## src/rtl/mem_access_sequencer.sv

```systemverilog
// Arbitrates the shared rv32 memory bus between instruction fetch and data load/store.
// Optional wait-state timeout is enabled by defining MEM_TIMEOUT_EN.
module mem_access_sequencer #(
    parameter int TIMEOUT_CYCLES = 16,
    parameter int CNT_W          = 5
) (
    input  logic        clk,
    input  logic        nRst,
    input  logic        fetch_req,
    input  logic [31:0] fetch_addr,
    input  logic        dmem_read,
    input  logic        dmem_write,
    input  logic        load_byte,
    input  logic        store_byte,
    input  logic [31:0] dmem_addr,
    input  logic [31:0] dmem_wdata,
    input  logic [31:0] bus_rdata,
    input  logic        bus_busy,
    output logic [31:0] bus_addr,
    output logic [31:0] bus_wdata,
    output logic        bus_read,
    output logic        bus_write,
    output logic [3:0]  bus_sel,
    output logic [31:0] instruction,
    output logic        inst_valid,
    output logic [31:0] dmem_rdata,
    output logic        data_valid,
    output logic        stall,
    output logic        bus_error
);

    typedef enum logic [1:0] {IDLE, FETCH, DATA} state_t;

    state_t      state, state_next;
    logic        data_done;
    logic [1:0]  lane_q;
    logic        is_byte_q;
    logic        is_write_q;
    logic        issue_data, issue_fetch;
    logic        timeout;
    logic        data_req;
    logic        bus_ready;
    logic [7:0]  load_lane;

    assign data_req  = (dmem_read | dmem_write) & ~data_done;
    assign bus_ready = (state != IDLE) & ~bus_busy;
    assign load_lane = bus_rdata[{lane_q, 3'b000} +: 8];

    always_ff @(posedge clk or negedge nRst) begin
        if (!nRst) state <= IDLE;
        else       state <= state_next;
    end

    // Data wins over fetch so the current instruction's access finishes before the next fetch.
    always_comb begin
        state_next  = state;
        issue_data  = 1'b0;
        issue_fetch = 1'b0;
        case (state)
            IDLE: begin
                if (data_req) begin
                    state_next = DATA;
                    issue_data = 1'b1;
                end else if (fetch_req) begin
                    state_next  = FETCH;
                    issue_fetch = 1'b1;
                end
            end
            FETCH: begin
                if (timeout || !bus_busy) state_next = IDLE;
            end
            DATA: begin
                if (timeout) begin
                    state_next = IDLE;
                end else if (!bus_busy) begin
                    if (fetch_req) begin
                        state_next  = FETCH;
                        issue_fetch = 1'b1;
                    end else begin
                        state_next = IDLE;
                    end
                end
            end
            default: state_next = IDLE;
        endcase
    end

    always_ff @(posedge clk or negedge nRst) begin
        if (!nRst) begin
            bus_addr    <= '0;
            bus_wdata   <= '0;
            bus_read    <= 1'b0;
            bus_write   <= 1'b0;
            bus_sel     <= '0;
            instruction <= '0;
            inst_valid  <= 1'b0;
            dmem_rdata  <= '0;
            data_valid  <= 1'b0;
            stall       <= 1'b0;
            data_done   <= 1'b0;
            lane_q      <= '0;
            is_byte_q   <= 1'b0;
            is_write_q  <= 1'b0;
        end else begin
            inst_valid <= 1'b0;
            data_valid <= 1'b0;
            stall      <= (state_next != IDLE);

            // A simultaneous read and write request is treated as a write.
            if (issue_data) begin
                bus_addr   <= {dmem_addr[31:2], 2'b00};
                lane_q     <= dmem_addr[1:0];
                is_write_q <= dmem_write;
                is_byte_q  <= dmem_write ? store_byte : load_byte;
                bus_write  <= dmem_write;
                bus_read   <= ~dmem_write;
                if (dmem_write ? store_byte : load_byte) bus_sel <= 4'b0001 << dmem_addr[1:0];
                else                                     bus_sel <= 4'b1111;
                if (!dmem_write)     bus_wdata <= '0;
                else if (store_byte) bus_wdata <= {4{dmem_wdata[7:0]}};
                else                 bus_wdata <= dmem_wdata;
            end else if (issue_fetch) begin
                bus_addr   <= {fetch_addr[31:2], 2'b00};
                lane_q     <= fetch_addr[1:0];
                is_write_q <= 1'b0;
                is_byte_q  <= 1'b0;
                bus_read   <= 1'b1;
                bus_write  <= 1'b0;
                bus_sel    <= 4'b1111;
                bus_wdata  <= '0;
            end else if (state_next == IDLE) begin
                bus_read  <= 1'b0;
                bus_write <= 1'b0;
            end

            if (state == FETCH && bus_ready) begin
                instruction <= bus_rdata;
                inst_valid  <= 1'b1;
                data_done   <= 1'b0;
            end

            // data_done keeps a still-held decoder request from re-issuing until the next fetch lands.
            if (state == DATA && bus_ready) begin
                data_valid <= 1'b1;
                data_done  <= 1'b1;
                if (!is_write_q) begin
                    if (is_byte_q) dmem_rdata <= {{24{load_lane[7]}}, load_lane};
                    else           dmem_rdata <= bus_rdata;
                end
            end

            if (state == DATA && timeout) data_done <= 1'b1;
        end
    end

`ifdef MEM_TIMEOUT_EN
    logic [CNT_W-1:0] busy_cnt;

    assign timeout = (state != IDLE) && bus_busy && (busy_cnt == CNT_W'(TIMEOUT_CYCLES - 1));

    always_ff @(posedge clk or negedge nRst) begin
        if (!nRst) begin
            busy_cnt  <= '0;
            bus_error <= 1'b0;
        end else begin
            bus_error <= timeout;
            if (issue_data || issue_fetch)      busy_cnt <= '0;
            else if (state != IDLE && bus_busy) busy_cnt <= busy_cnt + 1'b1;
        end
    end
`else
    wire unused_params = ^{32'(TIMEOUT_CYCLES), 32'(CNT_W)};

    assign timeout   = 1'b0;
    assign bus_error = 1'b0;
`endif

endmodule
```

## config.mk

```make
export PLATFORM = sky130hd
export DESIGN_NAME = mem_access_sequencer
export DESIGN_NICKNAME = d
export VERILOG_FILES = /design/src/rtl/mem_access_sequencer.sv
export SDC_FILE = /design/constraint.sdc
export NUM_CORES = 1
export LEC_CHECK = 0
export BUFFER_PORTS_ARGS = -buffer_cell sky130_fd_sc_hd__buf_2
export CAP_MARGIN = 20
export CORE_AREA = 8 8 118 142
export DETAILED_ROUTE_END_ITERATION = 10
export DIE_AREA = 0 0 126 150
export HOLD_SLACK_MARGIN = 0.1
export PLACE_DENSITY = 0.72
export RECOVER_POWER = 100
export SLEW_MARGIN = 20
export SYNTH_ARGS = -nofsm -noshare
export SYNTH_HDL_FRONTEND = slang
export SYNTH_SLANG_ARGS = --single-unit
```

## constraint.sdc

```tcl
create_clock -name clk -period 1.6 [get_ports clk]
set_input_delay 0 -clock clk [delete_from_list [all_inputs] [get_ports clk]]
set_output_delay 0 -clock clk [all_outputs]
set_load 0.005 [all_outputs]
```

=== After elaboration in Yosys (flattened, before gate mapping) ===
Index checks and enable logic that the tools add are counted.

* Register bits after elaboration: 144
* Input bits: 136
* Output and inout port bits: 138
* Logic and storage cells: 73

* Equal/unequal tests: 2
* Shift-type cells: 2
* Multiplexer cells: 37
* Bitwise gates (word level): 7
* Reduce and logical (&&, ||, !) cells: 10

{| class="wikitable"
|+ Operator list
! kind !! number
|-
| two-way mux 32 bit || 7
|-
| variable part select 32 x 6 -> 8 bit || 1
|-
| two-way mux 1 bit || 19
|-
| two-way mux 2 bit || 6
|-
| two-way mux 4 bit || 3
|-
| nonzero test 2 bit || 4
|-
| one-hot mux 2 bit (3 select lines) || 1
|-
| zero test 2 bit || 2
|-
| NOT 1 bit || 4
|-
| left shift 1 x 2 -> 4 bit (first input constant) || 1
|-
| nonzero test 3 bit || 1
|-
| bitwise AND 1 bit || 2
|-
| == test 2 x 1 -> 1 bit (second input constant) || 1
|-
| == test 2 bit (second input constant) || 1
|-
| logical AND 1 bit || 2
|-
| one-hot mux 1 bit (2 select lines) || 1
|-
| AND reduction 2 bit || 1
|-
| OR 1 bit || 1
|}

=== Depth between registers and ports, before layout ===
Gate-level depths: netlist (run 1).

* Depth after elaboration: 8
* Mapped depth: 7
* Depth with buffers taken out: 4

=== Least setup slack after synthesis (run 1) ===
No wires, ideal clock.

* Path kind: reg2reg
* Start: register state[0]
* End: register bus_wdata[3]
* Arrival: 1.433 ns
* Slack: 0.046 ns
* Cell stages (with the launch flop): 6
* Buffers on the path: 2
* Period minus slack after synthesis: 1.554 ns
* Path through: dfrtp_1 > buf_6 > or3_4 > a2bb2oi_2 > buf_6 > a22o_1

* Cells in the longest elaborated chain, start to end: 3

{| class="wikitable"
|+ RTL lines
! what !! line !! RTL
|-
| start: declaration || 34 || <nowiki>state_t state, state_next;</nowiki>
|-
| start signal: assignment || 51 || <nowiki>else state <= state_next;</nowiki>
|-
| == test 2 bit or zero test 2 bit (tied branches) || 59 || <nowiki>case (state)</nowiki>
|-
| one-hot mux 1 bit (2 select lines) or two-way mux 1 bit (tied branches) || 59 ||
|-
| nonzero test 2 bit (no source line) or two-way mux 32 bit (tied branches) || n/a ||
|-
| end signal: assignment || 120 || <nowiki>else if (store_byte) bus_wdata <= {4{dmem_wdata[7:0]}};</nowiki>
|-
| end signal: assignment || 121 || <nowiki>else bus_wdata <= dmem_wdata;</nowiki>
|-
| end: declaration || 20 || <nowiki>output logic [31:0] bus_wdata,</nowiki>
|}

Parallel ways exist; a longest one is shown, timed or not.
A chain may end at the register's enable or synchronous reset.

=== Worst setup path in the final report (run 1) ===
* Start: register state[1]
* End: register bus_wdata[25]

The elaborated chain is that of the path after synthesis.

==> results of run 1 <==
timing repair:
item,in CTS,in global routing
resized for setup,3,14
gates cloned,1,1
pin swaps,1,1
hold endpoints to repair,280,0
setup buffers,1,4
setup endpoints to repair,21,74
hold buffers,139,0
logic make-up after synthesis:
kind of cell / count (synthesis)
AOI/OAI and AO/OA: 164
and+or+nand+nor: 152
DFF: 142
muxes: 59
buffers and inverters: 49
xor gates and xnor gates: 1
other: 1
synth_stat cells, drive strengths merged:
master   count
o22ai       33
nor4b        1
xor2         1
nand3        2
o2bb2ai      1
dfrtp      142
nand2       31
a21o         6
mux4         1
clkbuf      17
o311ai       1
clkinv       1
nor3         6
o21bai       1
mux2        32
buf         28
nand2b       8
nor3b        2
o21ai       33
or3          3
inv          3
conb         1
a2bb2oi      1
a21oi       64
o21a         1
and2         2
a31oi       12
nor2b        8
a22oi        1
o211ai       1
mux2i       26
nor2        89
a22o         8
a211oi       1
power by group:
group | leakage [nW] | switching (mW) | total (mW) | internal (mW)
clock network | 0.311 | 1.62 | 4.38 | 2.76
registers | 1.68 | 1.13 | 6.50 | 5.36
logic | 2.52 | 3.85 | 7.25 | 3.39
total | 4.51 | 6.60 | 18.1 | 11.5
registers in the layout (all words and copies together), names as in the netlist, 2 cells and up:
signal       cells
bus_addr        30
bus_sel          4
bus_wdata       32
dmem_rdata      32
instruction     32
lane_q           2
state            2
metrics by stage:
stage               instance area [sq um]  hold WS (ns)
finish                               9940         0.114
global route                         9940         0.115
CTS                                  9980         0.101
detailed placement                   7880       -0.0218
global placement                     7880       -0.0241
floorplan                            6130        -0.296
metal layers:
metal  GRT usage  up-vias  part of all wire
met2       0.434      404              0.49
met1       0.274     3092              0.37
met4       0.140        0             0.047
met3      0.0816       87             0.088
met5           0        -                 0
li1            -     2852                 -
final timing paths:
check	startpoint	to	slack (ns)	cells after the start
max	state[1]	bus_wdata[25]	0.02	5
min	dmem_read	bus_addr[14]	0.11	5
max reg2reg	state[1]	bus_wdata[25]	0.02	5
min reg2reg	dmem_rdata[5]	dmem_rdata[5]	0.48	1
max in group asynchronous	nRst	bus_wdata[10]	0.26	3
min in group asynchronous	nRst	dmem_rdata[11]	0.39	2
final cells by class:
cell class                 instances  area, sq um
timing repair buffer             450         3090
tap                              178          223
sequential                       142         3560
clock buffer                      21          470
antenna                            2         5.00
multi-input combinational        379         2400
fill                            1081         4650
inverter                           4         15.0
clock inverter                    11          179
worst min-delay path, cell delays in order:
cell     delay (ns)
buf_2          0.11
o21ai_2        0.08
buf_12         0.17
nor2_1         0.09
nor2_1         0.05
==> impl_metrics.ini, run 1 <==
[yosys]
yosysTopAreaCellShare = 0.580
syn_inst = 568
avgSynthCellArea_sq_um = 10.8
yosysTopAreaCell = dfrtp_1
synth_area_sq_um = 6130
yosysSeqAreaShare = 0.580
yosys.area_share.xor_xnor = 0.00143
synth_compound_area_frac = 0.162
synthAdderAreaFrac = 0
synth_mux_area_frac = 0.105
synth_area_leaders = dfrtp_1, nor2_1, a21oi_1
synth_cell_types = 42
synth-simple-area-share = 0.108
yosys_register_bits = 142
ys_warn_count = 0
synth_top_family_by_area = compound AO/OA/AOI/OAI gates

[floorplanning]
dieHeight_um = 150
start_util = 0.420
core_sq_um = 14600
die-area_sq_um = 18900
rows = 49
io_pins = 274
die_width_um = 126

[clocking]
cts_root_buf = clkbuf_16
insertion_delay_ns = 0.42
cts_sinks = 142
cts_tree = done
cts.clk_slew.worst_paths_ns = 0.07
h-tree-depth = 4
cts_made_buffers = 17
clockBufferDepth = 2

[layout]
fin_cells = 1187
syn_to_final_growth_pct = 62.3
layout_common_cells = buf_2, dfrtp_1, dlygate4sd3_1
mostFrequentLayoutCell = buf_2
drive_gt1_frac = 0.264
postLayoutCoreUtil = 0.681
finalNetCount = 1130

[run]
cap_violations = 0

[sta]
setup_slack_ns = 0.0167
clock.fmax_mhz = 632
period_minus_slack_ns = 1.58
rsz0062_at_grt = true
fin_crit_sh = 0.990
drv_slew = 0
tns_ns = 0
hold_viol = 0
finalSetupViolCount = 0
worst_slew_pin_slew_ns = 1.27
relSlewSlack = 0.151
finClkSkew_ns = 0.00864

[pwr]
p_leak_nw = 4.51
powerDensity_nw_per_um2 = 1820
p_total_mw = 18.1
vdd_drop_max_mv = 0.919

[placed_design]
gp_congestion = 0.822
dp_worst_setup_slack_ns = -0.119
portBuffers = 270
dp_hpwl_mm = 14.8
place_inst = 1007

[grt]
grt_overflow = 0
antenna_found_initial = 2
grt_pass1_wl_mm = 37.4
grt_pass1_vias = 6996
grt_max_degree = 49
grt_use_total = 0.253

[run_status]
status = finished clean

[detailed_routing]
drt_iter0_markers = 587
via_per_inst = 5.42
dr.pass1.iters = 5
drt_wl_total_mm = 24.1
route.vias.total = 6435
drc = 0
ant_nets = 0
post_drt_wl_per_cell_um = 20.3

[setup_path]
path_buf_inv = 1
slowest_stage = dfrtp_2
path_class = reg2reg
start_kind = flop
critical-path-top-delay-family = simple AND/OR/NAND/NOR gates
cp_max_fo = 19
slowest_delay_ns = 0.45
critPathCaptureType = flop
arrival_ns = 1.86
crit_chain = or3_4 > a2bb2oi_4 > buf_12 > nand2_1 > o21ai_0
worstPathRequired_ns = 1.88

[min_path]
hp-class = in2reg
Power figures use the tool's default switching activity.
==> run 2, diff against run 1 <==
==> constraint.sdc (replaced) <==
create_clock -name clk -period 1.6 [get_ports clk]
set_input_delay 0.16 -clock clk [delete_from_list [all_inputs] [get_ports clk]]
set_output_delay 0.16 -clock clk [all_outputs]
set_load 0.005 [all_outputs]
==> run 2 against run 1 <==
Hold slack got worse by 0.0042 ns. Final area increased by 1.3%. Global-route usage decreased by 0.46 points. Sequential share of layout area decreased by 0.47 points. Via count increased by 0.25%. Setup slack got worse by 0.015 ns. Utilization increased by 0.91 points. Final cell count increased by 0.51%. Clock skew increased by 0.0011 ns. Count of clock-buffer cells in the layout decreased by 4. Clock power decreased by 5.9%. Sequential power decreased by 0.8%. Largest cell class unchanged.
==> impl_metrics.ini, run 2 (synthesis results as in run 1) <==
[sta]
fin_crit_sh = 0.999
worst_slew_pin_slew_ns = 0.985
clock.fmax_mhz = 625
period_minus_slack_ns = 1.60
holdWs_ns = 0.110
tns_ns = 0
drv_slew = 0
hold_viol = 0
finClkSkew_ns = 0.00975
rsz0062_at_grt = true
setup_slack_ns = 0.00120
relSlewSlack = 0.343
finalSetupViolCount = 0

[clocking]
cts_root_buf = clkbuf_16
cts_sinks = 142
insertion_delay_ns = 0.41
cts_made_buffers = 17
cts_tree = done
cts.clk_slew.worst_paths_ns = 0.06
clockBufferDepth = 2
h-tree-depth = 4

[placed_design]
portBuffers = 270
dp_worst_setup_slack_ns = -0.125
place_inst = 1013
placed_area_sq_um = 7900
dp_hpwl_mm = 15.1
gp_congestion = 0.825

[setup_path]
worstPathRequired_ns = 1.89
crit_top_cell = buf_6
start_kind = flop
crit_chain = buf_6 > a21oi_4 > buf_6 > o311ai_4 > buf_12 > o22ai_1 > nor2_1
slowest_delay_ns = 0.45
path_class = reg2reg
cp_max_fo = 32
arrival_ns = 1.89
slowest_stage = dfrtp_2
critPathCaptureType = flop

[grt]
grt_max_degree = 51
grt_pass1_wl_mm = 36.9
grt_pass1_vias = 6741
grt_use_total = 0.249
use_met3 = 0.0881
antenna_found_initial = 2
met1_usage = 0.273
grt_overflow = 0
grtUsageMet2 = 0.424
grt-busiest-layer = met2

[layout]
mostFrequentLayoutCell = buf_2
layout_common_cells = buf_2, dfrtp_1, dlygate4sd3_1
reg_top3 = bus_wdata x32, dmem_rdata x32, instruction x32
drive_gt1_frac = 0.396
post-route-cell-area_sq_um = 10100
syn_to_final_growth_pct = 64.4
fin_cells = 1193
finalNetCount = 1137
postLayoutCoreUtil = 0.690

[pwr]
p_total_mw = 18.4
switching_share = 0.362
p_sw_mw = 6.67
combPwrFrac = 0.427
powerDensity_nw_per_um2 = 1830
clockPowerShare = 0.223
vdd_drop_max_mv = 0.894
p_leak_nw = 4.89
p_seq_frac = 0.350
p_int_mw = 11.8

[run]
cap_violations = 0

[floorplanning]
io_pins = 274
core_sq_um = 14600
die_width_um = 126
rows = 49
dieHeight_um = 150
start_util = 0.420
die-area_sq_um = 18900

[detailed_routing]
route.vias.total = 6451
drc = 0
drt_wl_total_mm = 24.8
drt_iter0_markers = 512
via_per_inst = 5.41
dr.pass1.iters = 7
ant_nets = 0
post_drt_wl_per_cell_um = 20.8

[run_status]
status = finished clean

[min_path]
hp-class = in2reg
==> run 2: what timing repair did <==
action / 4_1_cts / 5_1_grt
cloned: 0 / 4
hold buffers: 131 / 0
setup endpoints to repair: 49 / 103
hold endpoints to repair: 252 / 0
gates resized for setup: 4 / 22
pin swaps: 1 / 3
buffers inserted: 0 / 12
==> run 2: worst max-delay path, delay by kind of cell, from the launching register on <==
family / cells / cell delay, ns
simple gates: 1 / 0.08
buf+inv: 3 / 0.48
flops: 1 / 0.45
compound gates: 3 / 0.44
==> run 2: area by class of cell <==
| class | instances | area (sq um) |
|---|---|---|
| fillers | 1026 | 4520 |
| well taps | 178 | 223 |
| clock inverters | 14 | 180 |
| repair buffers | 457 | 3290 |
| flip-flops and latches | 142 | 3560 |
| clock buffers | 17 | 425 |
| multi-input cells | 379 | 2380 |
| inverters | 4 | 15.0 |
| diodes | 2 | 5.00 |
==> run 2: worst paths after layout <==
check / startpoint / end / slack, ns / cells after the start
setup / recovery: state[0] / bus_addr[22] / 0.001 / 7
hold / removal: dmem_wdata[27] / bus_wdata[27] / 0.11 / 3
setup reg to reg: state[0] / bus_addr[22] / 0.001 / 7
hold reg to reg: bus_wdata[11] / bus_wdata[11] / 0.48 / 2
max in group asynchronous: nRst / state[0] / 0.26 / 3
min in group asynchronous: nRst / instruction[11] / 0.45 / 2
==> run 2: routing by layer <==
metal,routed length (um),part of all wire
met5,0,0
met4,992,0.040
met2,12400,0.50
met1,9240,0.37
met3,2170,0.087
==> run 2: power by group through the flow <==
stage / Combinational (mW) / Sequential [mW] / Clock, mW
finish: 7.87 / 6.45 / 4.12
global route: 8.53 / 6.63 / 4.33
CTS: 7.19 / 6.33 / 4.16
detailed placement: 6.89 / 6.33 / 0
global placement: 6.68 / 6.35 / 0
floorplan: 3.36 / 6.41 / 0
